`config.mk`:
```
export PLATFORM = sky130hd
export DESIGN_NAME = fp_add_sequencer
export DESIGN_NICKNAME = d
export VERILOG_FILES = /design/src/rtl/fp_add_sequencer_pkg.sv /design/src/rtl/fp_add_watchdog.sv /design/src/rtl/fp_add_sequencer.sv
export SDC_FILE = /design/constraint.sdc
export NUM_CORES = 1
export LEC_CHECK = 0
export CORE_MARGIN = 5
export CORE_UTILIZATION = 38
export DETAILED_ROUTE_END_ITERATION = 12
export PLACE_DENSITY = 0.77
export SLEW_MARGIN = 30
export SYNTH_ARGS = -nofsm -noshare
export SYNTH_HDL_FRONTEND = slang
export SYNTH_SLANG_ARGS = --single-unit
```
`constraint.sdc`:
```
create_clock -name Clock -period 4.4 [get_ports Clock]
set_input_delay 0.88 -clock Clock [delete_from_list [all_inputs] [get_ports Clock]]
set_output_delay 0.88 -clock Clock [all_outputs]
set_load 0.03 [all_outputs]
```
`src/rtl/fp_add_sequencer_pkg.sv`:
```
// Shared types for the floating-point adder sequencer: operand type,
// sequencer states and the captured output bundle.
package fp_add_sequencer_pkg;

    typedef logic [31:0] float;

    typedef enum logic [1:0] {
        IDLE,
        ISSUE,
        WAIT,
        HOLD
    } seq_state_t;

    typedef struct packed {
        float result;
        logic zero;
        logic inf;
        logic nan;
        logic timed_out;
    } out_bundle_t;

    localparam int DEFAULT_TIMEOUT = 64;

endpackage

```
`src/rtl/fp_add_watchdog.sv`:
```
// Ready rising-edge detector and per-operation timeout counter used while
// the sequencer waits on the adder.
module fp_add_watchdog
    import fp_add_sequencer_pkg::*;
#(
    parameter int TIMEOUT = DEFAULT_TIMEOUT
) (
    input  logic Clock,
    input  logic Reset,
    input  logic clear,
    input  logic active,
    input  logic adder_ready,
    output logic capture,
    output logic expire
);

    localparam int TW = $clog2(TIMEOUT);
    localparam logic [TW-1:0] LAST = TW'(TIMEOUT - 1);

    logic [TW-1:0] count_q, count_d;
    logic          ready_prev_q, ready_prev_d;

    // Only a fresh rising edge counts, so a Ready level left over from the
    // previous operation cannot complete the current one.
    always_comb begin
        capture      = active && adder_ready && !ready_prev_q;
        expire       = active && !capture && (count_q == LAST);
        ready_prev_d = adder_ready;
        count_d      = count_q;
        if (clear) begin
            count_d = '0;
        end else if (active && !capture && !expire) begin
            count_d = count_q + TW'(1);
        end
    end

    always_ff @(posedge Clock or posedge Reset) begin
        if (Reset) begin
            count_q      <= '0;
            ready_prev_q <= 1'b0;
        end else begin
            count_q      <= count_d;
            ready_prev_q <= ready_prev_d;
        end
    end

endmodule

```
`src/rtl/fp_add_sequencer.sv`:
```
// Issue/collect stage in front of FloatingPointAdder: takes operand pairs on
// a valid/ready stream, pulses Go, and returns the captured result bundle.
module fp_add_sequencer
    import fp_add_sequencer_pkg::*;
#(
    parameter int TIMEOUT = DEFAULT_TIMEOUT,
    parameter int CNTW    = 16
) (
    input  logic            Clock,
    input  logic            Reset,
    input  float            InA,
    input  float            InB,
    input  logic            InValid,
    output logic            InReady,
    output float            AddendA,
    output float            AddendB,
    output logic            Go,
    input  float            AdderResult,
    input  logic            AdderReady,
    input  logic            AdderZero,
    input  logic            AdderInf,
    input  logic            AdderNan,
    output float            OutResult,
    output logic            OutZero,
    output logic            OutInf,
    output logic            OutNan,
    output logic            OutTimedOut,
    output logic            OutValid,
    input  logic            OutReady,
    output logic [CNTW-1:0] OpCount
);

    seq_state_t      state_q, state_d;
    float            addend_a_q, addend_a_d;
    float            addend_b_q, addend_b_d;
    out_bundle_t     out_q, out_d;
    logic [CNTW-1:0] op_count_q, op_count_d;
    logic            accept;
    logic            capture;
    logic            expire;

    fp_add_watchdog #(.TIMEOUT(TIMEOUT)) u_watchdog (
        .Clock      (Clock),
        .Reset      (Reset),
        .clear      (state_q == ISSUE),
        .active     (state_q == WAIT),
        .adder_ready(AdderReady),
        .capture    (capture),
        .expire     (expire)
    );

    always_ff @(posedge Clock or posedge Reset) begin
        if (Reset) begin
            state_q <= IDLE;
        end else begin
            state_q <= state_d;
        end
    end

    // A pair accepted while the previous bundle drains goes straight to ISSUE.
    always_comb begin
        state_d = state_q;
        case (state_q)
            IDLE:    if (accept) state_d = ISSUE;
            ISSUE:   state_d = WAIT;
            WAIT:    if (capture || expire) state_d = HOLD;
            HOLD:    if (OutReady) state_d = accept ? ISSUE : IDLE;
            default: state_d = IDLE;
        endcase
    end

    always_comb begin
        InReady  = (state_q == IDLE) || ((state_q == HOLD) && OutReady);
        Go       = (state_q == ISSUE);
        OutValid = (state_q == HOLD);
        accept   = InValid && InReady;
    end

    always_comb begin
        addend_a_d = accept ? InA : addend_a_q;
        addend_b_d = accept ? InB : addend_b_q;
        out_d      = out_q;
        if (capture) begin
            out_d = '{result: AdderResult, zero: AdderZero, inf: AdderInf,
                      nan: AdderNan, timed_out: 1'b0};
        end else if (expire) begin
            out_d = '{result: '0, zero: 1'b0, inf: 1'b0, nan: 1'b0, timed_out: 1'b1};
        end
        op_count_d = op_count_q;
        if (OutValid && OutReady) begin
            op_count_d = op_count_q + CNTW'(1);
        end
    end

    always_ff @(posedge Clock or posedge Reset) begin
        if (Reset) begin
            addend_a_q <= '0;
            addend_b_q <= '0;
            out_q      <= '0;
            op_count_q <= '0;
        end else begin
            addend_a_q <= addend_a_d;
            addend_b_q <= addend_b_d;
            out_q      <= out_d;
            op_count_q <= op_count_d;
        end
    end

    assign AddendA     = addend_a_q;
    assign AddendB     = addend_b_q;
    assign OutResult   = out_q.result;
    assign OutZero     = out_q.zero;
    assign OutInf      = out_q.inf;
    assign OutNan      = out_q.nan;
    assign OutTimedOut = out_q.timed_out;
    assign OpCount     = op_count_q;

    assert property (@(posedge Clock) disable iff (Reset) Go |=> !Go);
    assert property (@(posedge Clock) disable iff (Reset)
                     (OutValid && !OutReady) |=> $stable(out_q));

endmodule

```
Word-level counts from Yosys, hierarchy flattened
Cells that the tools add are included.

word-level totals
  register bits = 125
  input port bits = 104
  output and inout bits = 119
  logic and storage cells = 45

operators by class
  add/sub/neg operators = 2
  equality and inequality tests = 7
  muxes and demuxes = 9
  reduce and logical (&&, ||, !) cells = 16

operator list
  kind                     number
  $mux W36                 2
  $add A16 B1 Y16 const B  1
  $mux W6                  2
  $pmux W2 S4              1
  $logic_and A1 B1 Y1      7
  $add A6 B1 Y6 const B    1
  $eq A6 B6 Y1 const B     1
  $mux W2                  3
  $eq A2 B2 Y1 const B     2
  $ne A2 B2 Y1 const B     2
  $reduce_bool A2 Y1       2
  $logic_not A1 Y1         3
  $reduce_and A3 Y1        1
  $eq A2 B1 Y1 const B     1
  $logic_not A2 Y1         1
  $logic_or A1 B1 Y1       2
  $ne A2 B1 Y1 const B     1
  $mux W1                  1

Depth between registers and ports, before layout
Gate-level depths: netlist of run 1.

  depth after elaboration = 10
  gate-level depth with buffers = 7
  depth with buffers taken out = 6

Modules after synthesis
A second synthesis of run 1 with hierarchy kept.

unflattened totals
  cell total of the unflattened synthesis = 374
  area total of the unflattened synthesis = 5042.3 um2

modules (own cells, without submodules)
  module            instances  cells each  area each (um2)  seq. area each (um2)
  fp_add_sequencer  1          337         4658.2           2952.8
  fp_add_watchdog   1          37          384.1            175.2

Worst setup path before layout of run 1
OpenSTA, ideal clock, no wires.

  kind = register -> output
  start point = register state_q[0]
  end point = output InReady
  arrival = 1193 ps
  required time = 3520 ps
  path slack = 2327 ps
  cell stages (with the launch flop) = 4
  buffers on the path = 0
  cells stage by stage = dfrtp_1 > ha_1 > nand2_1 > nand2b_2

on the way
  word-level cells in the longest chain between the ends = 3
  elaborated cells between the ends (all ways) = 4
  those cells by class = eq/ne: 1; reduce/logical: 3

ends and longest elaborated chain
  item                    RTL line                RTL
  start, declared         fp_add_sequencer.sv:33  seq_state_t state_q, state_d;
  start signal, assigned  fp_add_sequencer.sv:56  state_q <= state_d;
  $eq A2 B2 Y1            n/a
  via OutValid            fp_add_sequencer.sv:28  output logic OutValid,
  $logic_and A1 B1 Y1     fp_add_sequencer.sv:73  InReady = (state_q == IDLE) || ((state_q == HOLD) && OutReady);
  $logic_or A1 B1 Y1      fp_add_sequencer.sv:73
  end, declared           fp_add_sequencer.sv:14  output logic InReady,

The timed path passes the listed nets, and every way through them passes these cells.

Worst setup path in the final report of run 1
  start point = input OutReady
  end point = output InReady

on the way
  word-level cells in the longest chain between the ends = 2

ends and longest elaborated chain
  item                 RTL line                RTL
  start, declared      fp_add_sequencer.sv:29  input logic OutReady,
  $logic_and A1 B1 Y1  fp_add_sequencer.sv:73
  $logic_or A1 B1 Y1   fp_add_sequencer.sv:73

No other way between the ends.

==> results of run 1 <==
[layout make-up]
cell class | instances | area (µm²)
fillers | 1073 | 5170
clock inverters | 6 | 60.1
inverters | 8 | 35.0
clock buffers | 24 | 502
repair buffers | 226 | 2260
multi-input cells | 261 | 1810
well taps | 176 | 220
flip-flops and latches | 125 | 3130
[sequential cells by signal (all words and copies together) (netlist names)]
| signal | cells |
|---|---|
| AddendA | 32 |
| u_watchdog.ready_prev_q | 1 |
| OpCount | 16 |
| AddendB | 32 |
| OutInf | 1 |
| OutZero | 1 |
| OutTimedOut | 1 |
| OutResult | 32 |
| state_q | 2 |
| u_watchdog.count_q | 6 |
| OutNan | 1 |
[worst max-delay path, delay by kind of cell]
| family | cells | cell delay, ns |
|---|---|---|
| buf+inv | 2 | 1.22 |
| simple gates | 2 | 0.27 |
[routing by layer]
metal / global-route usage (%) / wire length (µm) / up-vias
met5: 0 / 0 / -
met4: 7.78 / 425 / 0
met3: 5.46 / 879 / 32
met2: 30.6 / 7040 / 139
met1: 20.4 / 5340 / 1896
li1: - / - / 1860
[power by group through the flow]
stage	registers [W]	clock network [W]	logic, W
floorplan	0.00288	0	0.000799
global placement	0.00192	0	0.00298
detailed placement	0.00196	0	0.00305
CTS	0.00195	0.00134	0.00305
global route	0.00201	0.00140	0.00317
finish	0.00194	0.00131	0.00301
[cells by family (layout without fill, tap and decap cells)]
kind of cell               after synthesis  after routing  synth area share [%]
muxes                                   67             67                  14.9
xor gates and xnor gates                16             16                  2.76
DFF                                    125            125                  61.7
adders and majority gates                7              7                  1.73
and+or+nand+nor                        124            124                  10.7
AOI/OAI and AO/OA                       47             47                  5.48
buffers and inverters                   24            264                  2.76
[how the worst min path moves through the flow]
stage | start | endpoint | slack [ns] | cells after the start
4_1_cts | OpCount[15] | OpCount[15] | 0.47 | 1
5_1_grt | OpCount[15] | OpCount[15] | 0.51 | 1
2_1_floorplan | u_watchdog.count_q[2] | u_watchdog.count_q[2] | 0.52 | 1
3_3_place_gp | OpCount[15] | OpCount[15] | 0.46 | 1
6_report | OpCount[15] | OpCount[15] | 0.47 | 1
3_5_place_dp | OpCount[15] | OpCount[15] | 0.46 | 1
[cells in the mapped netlist (3+ instances only)]
master	n	share of area [%]
and2_1	3	0.37
and3_1	5	0.62
buf_2	4	0.39
buf_6	6	1.3
clkbuf_1	6	0.44
dfrtp_1	125	62
ha_1	7	1.7
inv_1	8	0.59
mux2_2	66	15
nand2_1	81	6.0
nand3_1	11	1.1
nand4_1	4	0.49
nor2_1	8	0.59
nor3_1	4	0.39
o21ai_0	36	3.6
xnor2_1	14	2.4
[through the flow]
stage	hold WS (ns)	instance area [µm²]	utilization, %	instances
finish	0.470	8020	60.8	826
global route	0.508	8020	60.8	826
CTS	0.474	8020	60.8	826
detailed placement	0.462	7460	56.5	796
global placement	0.465	7450	56.5	796
floorplan	0.524	5070	-	410
==> flow_metrics.tcl, run 1 <==
set metrics [dict create \
    outcome "finished, final reports clean" \
    drive_gt1_share_pct 16.2 \
    cts-root-buf "clkbuf_16" \
    setup_viol 0 \
    max_freq_mhz 307 \
    fin_ws_ns 1.14 \
    max-slew-margin-rel_pct 52.1 \
    cpMostUsedCell "clkdlybuf4s50_1" \
    cap_violations 0 \
    drv_slew 0 \
    rsz0062_at_grt "no" \
    io_buffers 222 \
    hold_viol 0 \
    post_cts_buffers 0 \
    drc 0 \
    p_leak_nw 3.38 \
    rrSetupSlack_ns 1.94 \
    crit_arrival_ns 2.38 \
    clk_pin_slew_ns 0.05 \
    start_util_pct 38.4 \
    hpwl_mm 10.2 \
    gp_congestion 0.795 \
    diodes 0 \
    coreArea_um2 13200 \
    r2r.worst_path.cells 6 \
    num_vias 3927 \
    cts_num_sinks 125 \
    syn2layout_area_growth_pct 58.2 \
    dr.pass1.iters 4 \
    hold_class "reg2reg" \
    async_flop_share_pct 100 \
    endpoint "InReady" \
    wirelength_mm 13.7 \
    rows 42 \
    power_w 0.00627 \
    netlist_area_um2 5070 \
    startpoint "OutReady" \
    crit_slowest_cell "clkdlybuf4s50_1" \
    die_h_um 126 \
    final_cell_mix "clkdlybuf4s50_1, dfrtp_1, nand2_1" \
    cts.repair.resized 0 \
    ys.flop_type "dfrtp_1" \
    pre_cts_slack_ns 1.16 \
    drt-vias-per-instance 4.75 \
    grt_max_degree 71 \
    period_share_pct 74.0 \
    r2r_start "state_q[0]" \
    max_stage_delay_ns 0.67 \
    yosys_warnings 0 \
    pwr-share-seq_pct 30.9 \
    antenna_found_initial 0 \
    h-tree-depth 4 \
    postCtsHoldBufs 0 \
    synth_edf_count 0 \
    worst-slew-pin-transition_ns 0.716 \
    crit_required_ns 3.52 \
    ys_seq_elements 125 \
    pin_count 223 \
    numCtsBuffers 17 \
    p_per_area_nw_per_um2 781 \
    rr_endpoint "AddendA[31]" \
    first_iter_violations 217 \
    fin_setup_tns_ns 0 \
    die_x_um 126 \
    p_clk_share_pct 21.0 \
    cts_tree "yes" \
    internal_power_w 0.00385 \
    crit_chain "clkdlybuf4s50_1 > nand2_1 > nand2b_2 > clkdlybuf4s50_1" \
    startpoint_type "primary input" \
    grt_overflow 0 \
    peakVddDrop_v 0.000529 \
    gr-usage-all-layers_pct 17.8 \
    syn_nets 521 \
    finalCriticalPeriod_ns 3.26 \
    skew_ns 0.0104 \
    grt_pass1_vias 4201 \
    clockBufferDepth 2 \
    combPwrFrac_pct 48.1 \
    grt_pass1_wl_mm 22.1 \
    ys_types 34 \
    ys_seq_area_share_pct 61.7 \
    mostFrequentLayoutCell "clkdlybuf4s50_1" \
    wl_per_cell_um 16.6 \
    postRouteAntennaNets 0 \
    p_sw_w 0.00242 \
    syn_area_per_cell_um2 12.4 \
    end_kind "output port" \
    cp_max_fo 5 \
    clk_latency_ns 0.40 \
    die_area_um2 15800 \
    crit_type "in2out" \
    fin_nets 750 \
    syn-instance-count 410 \
    swShare_pct 38.6 \
]
Power figures use the tool's default switching activity.
==> run 2, diff against run 1 <==
CORE_UTILIZATION = 40   (was 38)
clock period = 3.1 ns   (was 4.4 ns; I/O delays follow)
==> run 2 against run 1 <==
Combinational power rose by 42%. First-iteration DRC count decreased by 20%. Setup slack got worse by 0.76 ns. Largest cell class unchanged. Critical path type unchanged. Routed wire length increased by 1.3%. Design area up 1.1%. Global-route usage is 0.98 points higher. Core utilization is 4.0 points higher. Largest power group unchanged. Die area decreased by 4.6%.
==> flow_metrics.tcl, run 2 (synthesis gave the netlist of run 1 again) <==
set metrics [dict create \
    outcome "finished, final reports clean" \
    skew_ns 0.00538 \
    die_h_um 123 \
    fill_cells 1025 \
    rr_endpoint "AddendA[22]" \
    dr.pass1.iters 4 \
    die_x_um 123 \
    cts_tree "yes" \
    grt_max_degree 65 \
    clk_pin_slew_ns 0.05 \
    pin_count 223 \
    finalCriticalPeriod_ns 2.72 \
    rrSetupSlack_ns 1.11 \
    gr-usage-all-layers_pct 18.7 \
    numCtsBuffers 17 \
    cpMostUsedCell "clkdlybuf4s50_1" \
    post_cts_buffers 0 \
    grt_pass1_wl_mm 21.4 \
    crit_type "in2out" \
    cts_num_sinks 125 \
    grt_pass1_vias 4156 \
    endpoint "InReady" \
    grt_overflow 0 \
    hpwl_mm 10.0 \
    fin_nets 752 \
    rsz0062_at_grt "no" \
    cp_top_family "buffers and inverters" \
    fin_ws_ns 0.381 \
    crit_chain "clkdlybuf4s50_1 > nand2_1 > nand2b_2 > clkdlybuf4s50_1" \
    io_buffers 222 \
    r2r_start "state_q[0]" \
    rows 41 \
    postCtsHoldBufs 0 \
    fin_hold_ws_ns 0.470 \
    cts-root-buf "clkbuf_16" \
    wl_per_cell_um 16.8 \
    syn2layout_area_growth_pct 59.9 \
    fin_setup_tns_ns 0 \
    drive_gt1_share_pct 16.7 \
    drv_slew 0 \
    clk_latency_ns 0.41 \
    num_vias 3971 \
    crit_slowest_cell "clkdlybuf4s50_1" \
    gp_congestion 0.806 \
    end_kind "output port" \
    peakVddDrop_v 0.000574 \
    wirelength_mm 13.9 \
    die_area_um2 15000 \
    cts.repair.resized 0 \
    final_cell_mix "clkdlybuf4s50_1, dfrtp_1, nand2_1" \
    path_buf_inv 2 \
    hold_viol 0 \
    max_stage_delay_ns 0.67 \
    crit_required_ns 2.48 \
    postRouteAntennaNets 0 \
    critical_path_depth 4 \
    coreArea_um2 12500 \
    h-tree-depth 4 \
    hold_class "reg2reg" \
    startpoint "OutReady" \
    mostFrequentLayoutCell "clkdlybuf4s50_1" \
    drc 0 \
    max-slew-margin-rel_pct 45.7 \
    start_util_pct 40.5 \
    clockBufferDepth 2 \
    p_leak_nw 3.44 \
    drt-vias-per-instance 4.81 \
    first_iter_violations 174 \
    cp_max_fo 5 \
    max_freq_mhz 368 \
    period_share_pct 87.7 \
    antenna_found_initial 0 \
    utilization_pct 64.8 \
    crit_arrival_ns 2.10 \
    cap_violations 0 \
    r2r.worst_path.cells 6 \
    p_per_area_nw_per_um2 1130 \
    setup_viol 0 \
    pre_cts_slack_ns 0.366 \
    startpoint_type "primary input" \
    diodes 0 \
    worst-slew-pin-transition_ns 0.814 \
]
## run 2: changes by cell type in the layout (fill, tap and decap cells not counted), moves of 2 or more
cell,change
clkinv_2,+2
buf_4,+2
clkbuf_8,-3
bufinv_16,+4
## run 2: routing by layer
metal / global-route usage, % / routed length (µm)
met4: 8.33 / 329
met3: 5.76 / 965
met5: 0 / 0
met1: 20.6 / 5170
met2: 33.3 / 7400
## run 2: area by class of cell
| type | instances | area (µm²) | area share [%] |
|---|---|---|---|
| Multi-Input combinational cell | 261 | 1800 | 22.2 |
| Timing Repair Buffer | 228 | 2280 | 28.1 |
| Clock buffer | 20 | 457 | 5.63 |
| Sequential cell | 125 | 3130 | 38.6 |
| Tap cell | 172 | 215 | 2.65 |
| Inverter | 8 | 33.8 | 0.417 |
| Clock inverter | 12 | 191 | 2.36 |
## run 2: worst min-delay path by stage
stage | start | end | slack [ns] | cells past startpoint
5_1_grt | OpCount[15] | OpCount[15] | 0.51 | 1
3_5_place_dp | OpCount[15] | OpCount[15] | 0.46 | 1
3_3_place_gp | OpCount[15] | OpCount[15] | 0.46 | 1
4_1_cts | OpCount[15] | OpCount[15] | 0.47 | 1
6_report | OpCount[15] | OpCount[15] | 0.47 | 1
2_1_floorplan | u_watchdog.count_q[2] | u_watchdog.count_q[2] | 0.52 | 1
## run 2: where the power goes
part / total (W) / switching [W] / leakage (nW) / internal (W)
Sequential: 0.00275 / 0.000410 / 1.54 / 0.00234
Clock: 0.00217 / 0.000705 / 0.320 / 0.00146
Combinational: 0.00427 / 0.00235 / 1.58 / 0.00192
## run 2: per-stage QoR
stage | std cells | total power [W] | cell area (µm²)
3_5_place_dp | 794 | 0.00709 | 7460
5_1_grt | 826 | 0.00963 | 8110
3_3_place_gp | 794 | 0.00696 | 7460
2_1_floorplan | 410 | 0.00523 | 5070
4_1_cts | 826 | 0.00930 | 8110
6_report | 826 | 0.00919 | 8110
## run 2: worst reg2reg max path: cells and delay by family, from the launching register on
| kind | cells | cell delay, ns |
|---|---|---|
| DFF | 1 | 0.42 |
| adders and majority gates | 1 | 0.30 |
| buffers and inverters | 1 | 0.30 |
| muxes | 1 | 0.43 |
| and+or+nand+nor | 3 | 0.43 |
